**src/rtl/branch_predictor_if.sv**
```systemverilog
// Lookup/training bus between the pipeline and the branch predictor.
// Lookup:   pc_if in, pred_taken / pred_target out (combinational).
// Training: ex_update, ex_pc, ex_taken, ex_target from the EX stage.
// master = pipeline side, slave = predictor side.
interface branch_predictor_if;
  logic [31:0] pc_if;
  logic        pred_taken;
  logic [31:0] pred_target;
  logic        ex_update;
  logic [31:0] ex_pc;
  logic        ex_taken;
  logic [31:0] ex_target;

  modport master (
    output pc_if, ex_update, ex_pc, ex_taken, ex_target,
    input  pred_taken, pred_target
  );

  modport slave (
    input  pc_if, ex_update, ex_pc, ex_taken, ex_target,
    output pred_taken, pred_target
  );
endinterface

```
**src/rtl/branch_predictor.sv**
```systemverilog
// Dynamic branch predictor: 2-bit saturating BHT plus direct-mapped BTB,
// combinational prediction from the IF PC, a two-stage {valid, idx}
// metadata pipe (IF->ID->EX) gated by predict_en and flushed on
// missprediction, training from the EX stage, saturating perf counters.
// Ports: clk, rst (async, active-high), predict_en, missprediction,
//        bus (branch_predictor_if.slave), br_count, mispred_count.
// Optional: define BP_GLOBAL_HISTORY_EN for gshare indexing (GHR XOR PC).
module branch_predictor #(
  parameter int unsigned BHT_IDX_W = 6,
  parameter int unsigned BTB_IDX_W = 5,
  parameter int unsigned GHR_W     = 6
) (
  input  logic                clk,
  input  logic                rst,
  input  logic                predict_en,
  input  logic                missprediction,
  branch_predictor_if.slave   bus,
  output logic [31:0]         br_count,
  output logic [31:0]         mispred_count
);

  localparam int unsigned BHT_N = 1 << BHT_IDX_W;
  localparam int unsigned BTB_N = 1 << BTB_IDX_W;
  localparam int unsigned TAG_W = 30 - BTB_IDX_W;

  typedef struct packed {
    logic                 valid;
    logic [BHT_IDX_W-1:0] idx;
  } meta_t;

  logic [1:0]       bht        [BHT_N];
  logic             btb_valid  [BTB_N];
  logic [TAG_W-1:0] btb_tag    [BTB_N];
  logic [31:0]      btb_target [BTB_N];

  meta_t                meta_id;
  meta_t                meta_ex;
  logic [BHT_IDX_W-1:0] idx_if;
  logic [BTB_IDX_W-1:0] btb_idx_if;
  logic [BTB_IDX_W-1:0] btb_idx_ex;
  logic                 btb_hit;
  logic                 train;
  logic                 unused_bits;

  // Byte-offset bits are never used; GHR_W must not exceed BHT_IDX_W.
  assign unused_bits = ^{bus.pc_if[1:0], bus.ex_pc[1:0]} ^ (GHR_W > BHT_IDX_W);

  assign train      = bus.ex_update && meta_ex.valid;
  assign btb_idx_if = bus.pc_if[BTB_IDX_W+1:2];
  assign btb_idx_ex = bus.ex_pc[BTB_IDX_W+1:2];

`ifdef BP_GLOBAL_HISTORY_EN
  logic [GHR_W-1:0] ghr;

  // Non-speculative history: shifts only on resolved, trained branches.
  always_ff @(posedge clk or posedge rst) begin
    if (rst)        ghr <= '0;
    else if (train) ghr <= GHR_W'({ghr, bus.ex_taken});
  end

  assign idx_if = bus.pc_if[BHT_IDX_W+1:2] ^ BHT_IDX_W'(ghr);
`else
  assign idx_if = bus.pc_if[BHT_IDX_W+1:2];
`endif

  // Prediction path; reads see pre-update state (no bypass).
  always_comb begin
    btb_hit         = btb_valid[btb_idx_if] &&
                      (btb_tag[btb_idx_if] == bus.pc_if[31:BTB_IDX_W+2]);
    bus.pred_taken  = btb_hit && bht[idx_if][1];
    bus.pred_target = btb_hit ? btb_target[btb_idx_if] : bus.pc_if + 32'd4;
  end

  // Metadata pipe; flush clears valids and wins over advance.
  always_ff @(posedge clk or posedge rst) begin
    if (rst) begin
      meta_id <= '0;
      meta_ex <= '0;
    end else begin
      if (predict_en) begin
        meta_id <= {1'b1, idx_if};
        meta_ex <= meta_id;
      end
      if (missprediction) begin
        meta_id.valid <= 1'b0;
        meta_ex.valid <= 1'b0;
      end
    end
  end

  // BHT saturating counters, reset weakly not-taken.
  always_ff @(posedge clk or posedge rst) begin
    if (rst) begin
      for (int i = 0; i < BHT_N; i++) bht[i] <= 2'b01;
    end else if (train) begin
      if (bus.ex_taken && bht[meta_ex.idx] != 2'b11)
        bht[meta_ex.idx] <= bht[meta_ex.idx] + 2'd1;
      else if (!bus.ex_taken && bht[meta_ex.idx] != 2'b00)
        bht[meta_ex.idx] <= bht[meta_ex.idx] - 2'd1;
    end
  end

  // BTB valid bits; only taken branches allocate.
  always_ff @(posedge clk or posedge rst) begin
    if (rst) begin
      for (int i = 0; i < BTB_N; i++) btb_valid[i] <= 1'b0;
    end else if (train && bus.ex_taken) begin
      btb_valid[btb_idx_ex] <= 1'b1;
    end
  end

  // BTB payload needs no reset: it is qualified by btb_valid.
  always_ff @(posedge clk) begin
    if (train && bus.ex_taken) begin
      btb_tag[btb_idx_ex]    <= bus.ex_pc[31:BTB_IDX_W+2];
      btb_target[btb_idx_ex] <= bus.ex_target;
    end
  end

  // Saturating performance counters.
  always_ff @(posedge clk or posedge rst) begin
    if (rst) begin
      br_count      <= '0;
      mispred_count <= '0;
    end else begin
      if (train && br_count != 32'hFFFF_FFFF)
        br_count <= br_count + 32'd1;
      if (missprediction && mispred_count != 32'hFFFF_FFFF)
        mispred_count <= mispred_count + 32'd1;
    end
  end

endmodule
```
**src/flat_wrapper.sv**
```systemverilog
// flat-port wrapper written by rule: the top's interface ports become plain ports
module branch_predictor_flat 
#(
  parameter int unsigned BHT_IDX_W = 6,
  parameter int unsigned BTB_IDX_W = 5,
  parameter int unsigned GHR_W     = 6
)
  (clk, rst, predict_en, missprediction, br_count, mispred_count, bus_pc_if, bus_ex_update, bus_ex_pc, bus_ex_taken, bus_ex_target, bus_pred_taken, bus_pred_target);
  branch_predictor_if bus_i ();
  input  logic clk;
  input  logic rst;
  input  logic predict_en;
  input  logic missprediction;
  output logic [31:0] br_count;
  output logic [31:0] mispred_count;
  input wire logic [$bits(bus_i.pc_if)-1:0] bus_pc_if;
  input wire logic [$bits(bus_i.ex_update)-1:0] bus_ex_update;
  input wire logic [$bits(bus_i.ex_pc)-1:0] bus_ex_pc;
  input wire logic [$bits(bus_i.ex_taken)-1:0] bus_ex_taken;
  input wire logic [$bits(bus_i.ex_target)-1:0] bus_ex_target;
  output wire logic [$bits(bus_i.pred_taken)-1:0] bus_pred_taken;
  output wire logic [$bits(bus_i.pred_target)-1:0] bus_pred_target;
  assign bus_i.pc_if = bus_pc_if;
  assign bus_i.ex_update = bus_ex_update;
  assign bus_i.ex_pc = bus_ex_pc;
  assign bus_i.ex_taken = bus_ex_taken;
  assign bus_i.ex_target = bus_ex_target;
  assign bus_pred_taken = bus_i.pred_taken;
  assign bus_pred_target = bus_i.pred_target;
  branch_predictor #(.BHT_IDX_W(BHT_IDX_W), .BTB_IDX_W(BTB_IDX_W), .GHR_W(GHR_W)) u_core (.clk(clk), .rst(rst), .predict_en(predict_en), .missprediction(missprediction), .bus(bus_i), .br_count(br_count), .mispred_count(mispred_count));
endmodule
```
**config.mk**
```make
export PLATFORM = sky130hd
export DESIGN_NAME = branch_predictor_flat
export DESIGN_NICKNAME = d
export VERILOG_FILES = /design/src/rtl/branch_predictor_if.sv /design/src/rtl/branch_predictor.sv /design/src/flat_wrapper.sv
export SDC_FILE = /design/constraint.sdc
export NUM_CORES = 2
export LEC_CHECK = 0
export ABC_CLOCK_PERIOD_IN_PS = 7750
export CORE_ASPECT_RATIO = 1.1
export CORE_MARGIN = 10
export CORE_UTILIZATION = 50
export CTS_CLUSTER_DIAMETER = 120
export CTS_CLUSTER_SIZE = 8
export DETAILED_ROUTE_END_ITERATION = 10
export MAX_ROUTING_LAYER = met4
export PLACE_DENSITY = 0.67
export SLEW_MARGIN = 20
export SYNTH_ARGS = -nofsm -noshare
export SYNTH_HDL_FRONTEND = slang
export SYNTH_SLANG_ARGS = --single-unit
```
**constraint.sdc**
```tcl
create_clock -name clk -period 7.75 [get_ports clk]
set_input_delay 0.775 -clock clk [delete_from_list [all_inputs] [get_ports clk]]
set_output_delay 0.775 -clock clk [all_outputs]
set_load 0.005 [all_outputs]
```
# Yosys cells after proc, flatten, opt, wreduce, memory -nomap -nowiden
# Memory sizes are Yosys's and may differ from the RTL's.
# Cells that the tools add are included.
# Widths: inputs -> output; s select.
# word_totals
ff_bits	238
latch_bits	0
ram_bits	1824
romBits	0
input_bits	102
wordCells	163
mem_count	2
# op_classes
addsub	5
n_mul	0
div_mod_pow	0
order_cmp	6
eq_ne	4
n_shift	0
muxes	24
n_bitwise	5
n_reduce_logical	15
# memory_table
name	depth	word_bits	rd	rd_clocked_by_memory_dff	wr	line_no	source
u_core.btb_target	32	32	1	0	1	branch_predictor.sv:34	logic [31:0] btb_target [BTB_N];
u_core.btb_tag	32	25	1	0	1	branch_predictor.sv:33	logic [TAG_W-1:0] btb_tag [BTB_N];
# ops
operator	n
$bwmux 128	2
$mux 128	2
$add 32x1->32 const B	2
$ne 32x32->1 const B	2
$add 32x3->32 const B	1
$mux 32	1
$or 32x32->32	1
$eq 25x25->1	1
$bmux 2 s6	2
$ge 7x7->1 const B	2
$mux 7	2
$not 6->7	2
$demux 2 s6	1
$ge 6x6->1 const B	2
$not 5->6	2
$logic_and 1x1->1	10
$mux 2	5
$lt 7x1->1 const B	1
$mux 1	7
$lt 6x1->1 const B	1
$reduce_bool 2->1	3
$bmux 1 s5	1
$demux 1 s5	1
$add 2x1->2 const B	1
other kinds (4)	4

# Depth between registers and ports, before layout
# depth
depth_word	8
ltp_mapped	21
depth_no_buf	17

# Least setup slack after synthesis
# Ideal clock, no wire load.
# synth_path
kind	input to output
from	input bus_pc_if[3]
to	output bus_pred_taken
arrival_ps	3598
required_ps	6975
setup_slack_ps	3377
stages	10
n_path_buf	6
path_cell_list	buf_4 buf_2 buf_2 buf_6 buf_4 buf_1 mux4_2 mux4_2 mux4_2 and4_1
# synth_between
elab_chain_cells	6
# synth_rtl
item	line_no	source
start, declared	flat_wrapper.sv:16	input wire logic [$bits(bus_i.pc_if)-1:0] bus_pc_if;
branches (longest 5 deep; another with $mem_v2 32x25)	--	
$logic_and 1x1->1 *	branch_predictor.sv:70	bus.pred_taken = btb_hit && bht[idx_if][1];
end, declared	flat_wrapper.sv:21	output wire logic [$bits(bus_i.pred_taken)-1:0] bus_pred_taken;
# Mark *: on every way between the ends. The select of a mux whose other input is x is not followed.

# Final worst setup path
# layout_path
from	input bus_pc_if[3]
to	output bus_pred_target[10]
# layout_between
elab_chain_cells	6
# layout_rtl
item	line_no	source
branches (longest 5 deep; another with $mem_v2 32x25)	--	
$mux 32 *	branch_predictor.sv:71	bus.pred_target = btb_hit ? btb_target[btb_idx_if] : bus.pc_if + 32'd4;
end, declared	flat_wrapper.sv:22	output wire logic [$bits(bus_i.pred_target)-1:0] bus_pred_target;
# Marked as above.

==> impl_metrics.toml <==
[cts]
cts_resized = 0
cts_hold_buf = 0
clk_pin_slew_ns = 0.05
cts_tree = "done"
cts_max_path_buffers = 4
root_buffer = "clkbuf_16"
h-tree-depth = 5
cts.sinks = 2062
worstSkewPairLatency_ns = 0.89
cts_buffers = 308
cts_setup_buffers = 0

[floorplanning]
dieArea_mm2 = 0.180
die_w_um = 405
chipHeight_um = 444
start_util_pct = 50.3
core_mm2 = 0.162
io_pins = 199
rows = 155

[place]
postPlaceCellArea_mm2 = 0.0867
placement.io_buffers = 196
hpwl_mm = 120
gp_congestion = 0.840
post-place-ws_ns = 1.09

[setup_path]
required_ns = 6.97
cp_slowest_stage_delay_ns = 0.63
path_buf_inv = 5
worst_path_max_delay_cell = "buf_4"
crit_chain = "buf_8 > buf_4 > mux4_2 > o22ai_1 > a211oi_1 > o41ai_2 > xor2_1 > nand4_1 > nor3_1 > nand3_2 > buf_4 > mux2i_1 > buf_4 > clkdlybuf4s50_1"
crit_path_end_kind = "output port"
critPathMaxFanout = 53
arrival_ns = 5.90
timing.rr.start = "u_core.meta_ex[0]"
crit_type = "input pin to output port"
r2r_cells = 15
crit_path_frequent_cell = "buf_4"
r2r_setup_slack_ns = 2.66
cp_top_family = "buffers and inverters"
cp-start-kind = "input pin"

[synthesis]
avgSynthCellArea_um2 = 20.5
synth_ff_type = "edfxtp_1"
yosysMostFrequentCell = "edfxtp_1"
ys_top_cells_by_area = "edfxtp_1 67%, mux4_2 14%, dfrtp_1 5.3%"
yosys.cell_types.count = 62
yosys.area.top_type = "edfxtp_1"
synthArstFlopShare_pct = 11.5
synth_fp_nets = 4096
yosys_warnings = 0
yosys_register_bits = 2062
synth.top_cells.by_count = "1824 x edfxtp_1, 497 x mux4_2, 184 x mux2i_1"
synth_edf_count = 1824
synthCells = 3989
synth_top_cell_area_share_pct = 67.0
syn_area_mm2 = 0.0817
seq_area_frac_synth_pct = 74.4

[run]
maxCapViolCount = 0

[power]
p_per_area_mw_per_mm2 = 267
leakage_uw = 0.0317
ir_drop_uv = 246

[outcome]
status = "finished, final reports clean"

[detailed_routing]
drtIter0Drc = 4622
drc = 0
vias = 42500
top_layer = "met4"
met3_length_mm = 18.9
routed_via_density = 6.42
wl_per_cell_um = 33.0
first_pass_iters = 5
m1WireLength_mm = 87.0
ant_nets = 0
finalWirelength_mm = 218
met2_wirelength_mm = 107

[finish]
post-route-util_pct = 58.5
finalNetCount = 4526
drive_above_1_share_pct = 27.3
syn2layout_area_growth_pct = 16.2
stdcell_area_mm2 = 0.0949

[global_routing]
grt.total_usage_pct = 25.0
grt_pass1_wl_mm = 316
grt_pass1_vias = 43600
grt_max_degree = 118
grt-ovfl-total = 0
grt_antenna_before_repair = 18

[sta]
grt_setup_unrepaired = "false"
finClkSkew_ns = 0.0343
tightest_slew_ns = 1.12
finalMaxSlewViolations = 0
finalSetupViolCount = 0
finalWorstPathRequiredPeriod_ns = 6.67
relSlewSlack_pct = 25.2
tns_ns = 0
hold_viol_final = 0
fmax_mhz = 150
period_share_pct = 86.1
hold_slack_ns = 0.322
setup_slack_ns = 1.08

[min_path]
hp-class = "input pin to asynchronous set/reset pin"
[through the flow]
step                      std cells  power (uW)
final                          6616       25400
after floorplan                3989       13300
after global routing           6615       26100
after global placement         6227       14000
after detailed placement       6227       14000
after CTS                      6601       25600
[how the worst max path moves through the flow]
stage            startpoint  depth (start not counted)  slack, ns             endpoint
2_1_floorplan           rst                          1       0.55      u_core.bht[101]
3_3_place_gp   bus_pc_if[3]                         14       1.09  bus_pred_target[10]
3_5_place_dp   bus_pc_if[3]                         14       1.09  bus_pred_target[10]
4_1_cts        bus_pc_if[3]                         14       1.07  bus_pred_target[10]
5_1_grt        bus_pc_if[3]                         14       0.88  bus_pred_target[10]
6_report       bus_pc_if[3]                         14       1.08  bus_pred_target[10]
[per-layer routing]
metal  up-vias  GRT usage [%]
li1      17200              -
met1     22900           33.2
met2      2050           39.2
met3       345           5.42
met4         0           7.01
met5         -              -
[layout make-up]
| cell class | instances | area [um2] |
|---|---|---|
| Multi-Input combinational cell | 1699 | 20100 |
| Antenna cell | 14 | 35.0 |
| Clock inverter | 7 | 82.6 |
| Tap cell | 2119 | 2650 |
| Fill cell | 11500 | 67400 |
| Clock buffer | 367 | 8080 |
| Timing Repair Buffer | 325 | 3120 |
| Sequential cell | 2062 | 60800 |
| Inverter | 23 | 101 |
[logic make-up (layout without fill, tap and decap cells)]
family          Yosys count  in the layout  share of synthesized area, %
compound gates          276            276                          2.33
other cells               0             14                             0
simple gates            502            502                          2.96
fa+ha+maj                 5              5                        0.0766
buf+inv                 228            722                          1.36
mux                     802            802                          17.6
xor+xnor                114            114                          1.22
flops                  2062           2062                          74.4
[sequential cells by signal, summed over array words and instances (netlist names), named ones only]
signal and cells:
u_core.btb_valid 32, u_core.br_count 32, u_core.bht 64, u_core.meta_ex 7, u_core.mispred_count 32, u_core.meta_id 7
u_core.btb_tag 800, u_core.btb_target 1024
[layout by cell type (no fill, tap or decap), types with 19 or more instances in the layout]
master / n
mux4_2: 497
nand4_1: 34
edfxtp_1: 1824
o221ai_1: 23
dfrtp_1: 174
o21ai_0: 51
or2_2: 36
nor3_1: 24
xor2_1: 48
nand3_1: 43
dfstp_2: 64
nor2_4: 32
clkbuf_1: 52
clkbuf_16: 315
mux2_2: 117
o22ai_1: 36
nor2_1: 95
a22oi_1: 47
xnor2_1: 66
clkdlybuf4s50_1: 185
inv_1: 19
buf_4: 112
a21oi_1: 40
nand2_1: 154
mux2i_1: 184
[report_power, final]
group / total, uW / internal, uW / switching, uW
clock: 11600 / 7210 / 4390
sequential: 12300 / 12200 / 84.2
combinational: 1490 / 591 / 895
total: 25400 / 20000 / 5370
Note: power is estimated with default switching activity, not from simulation.
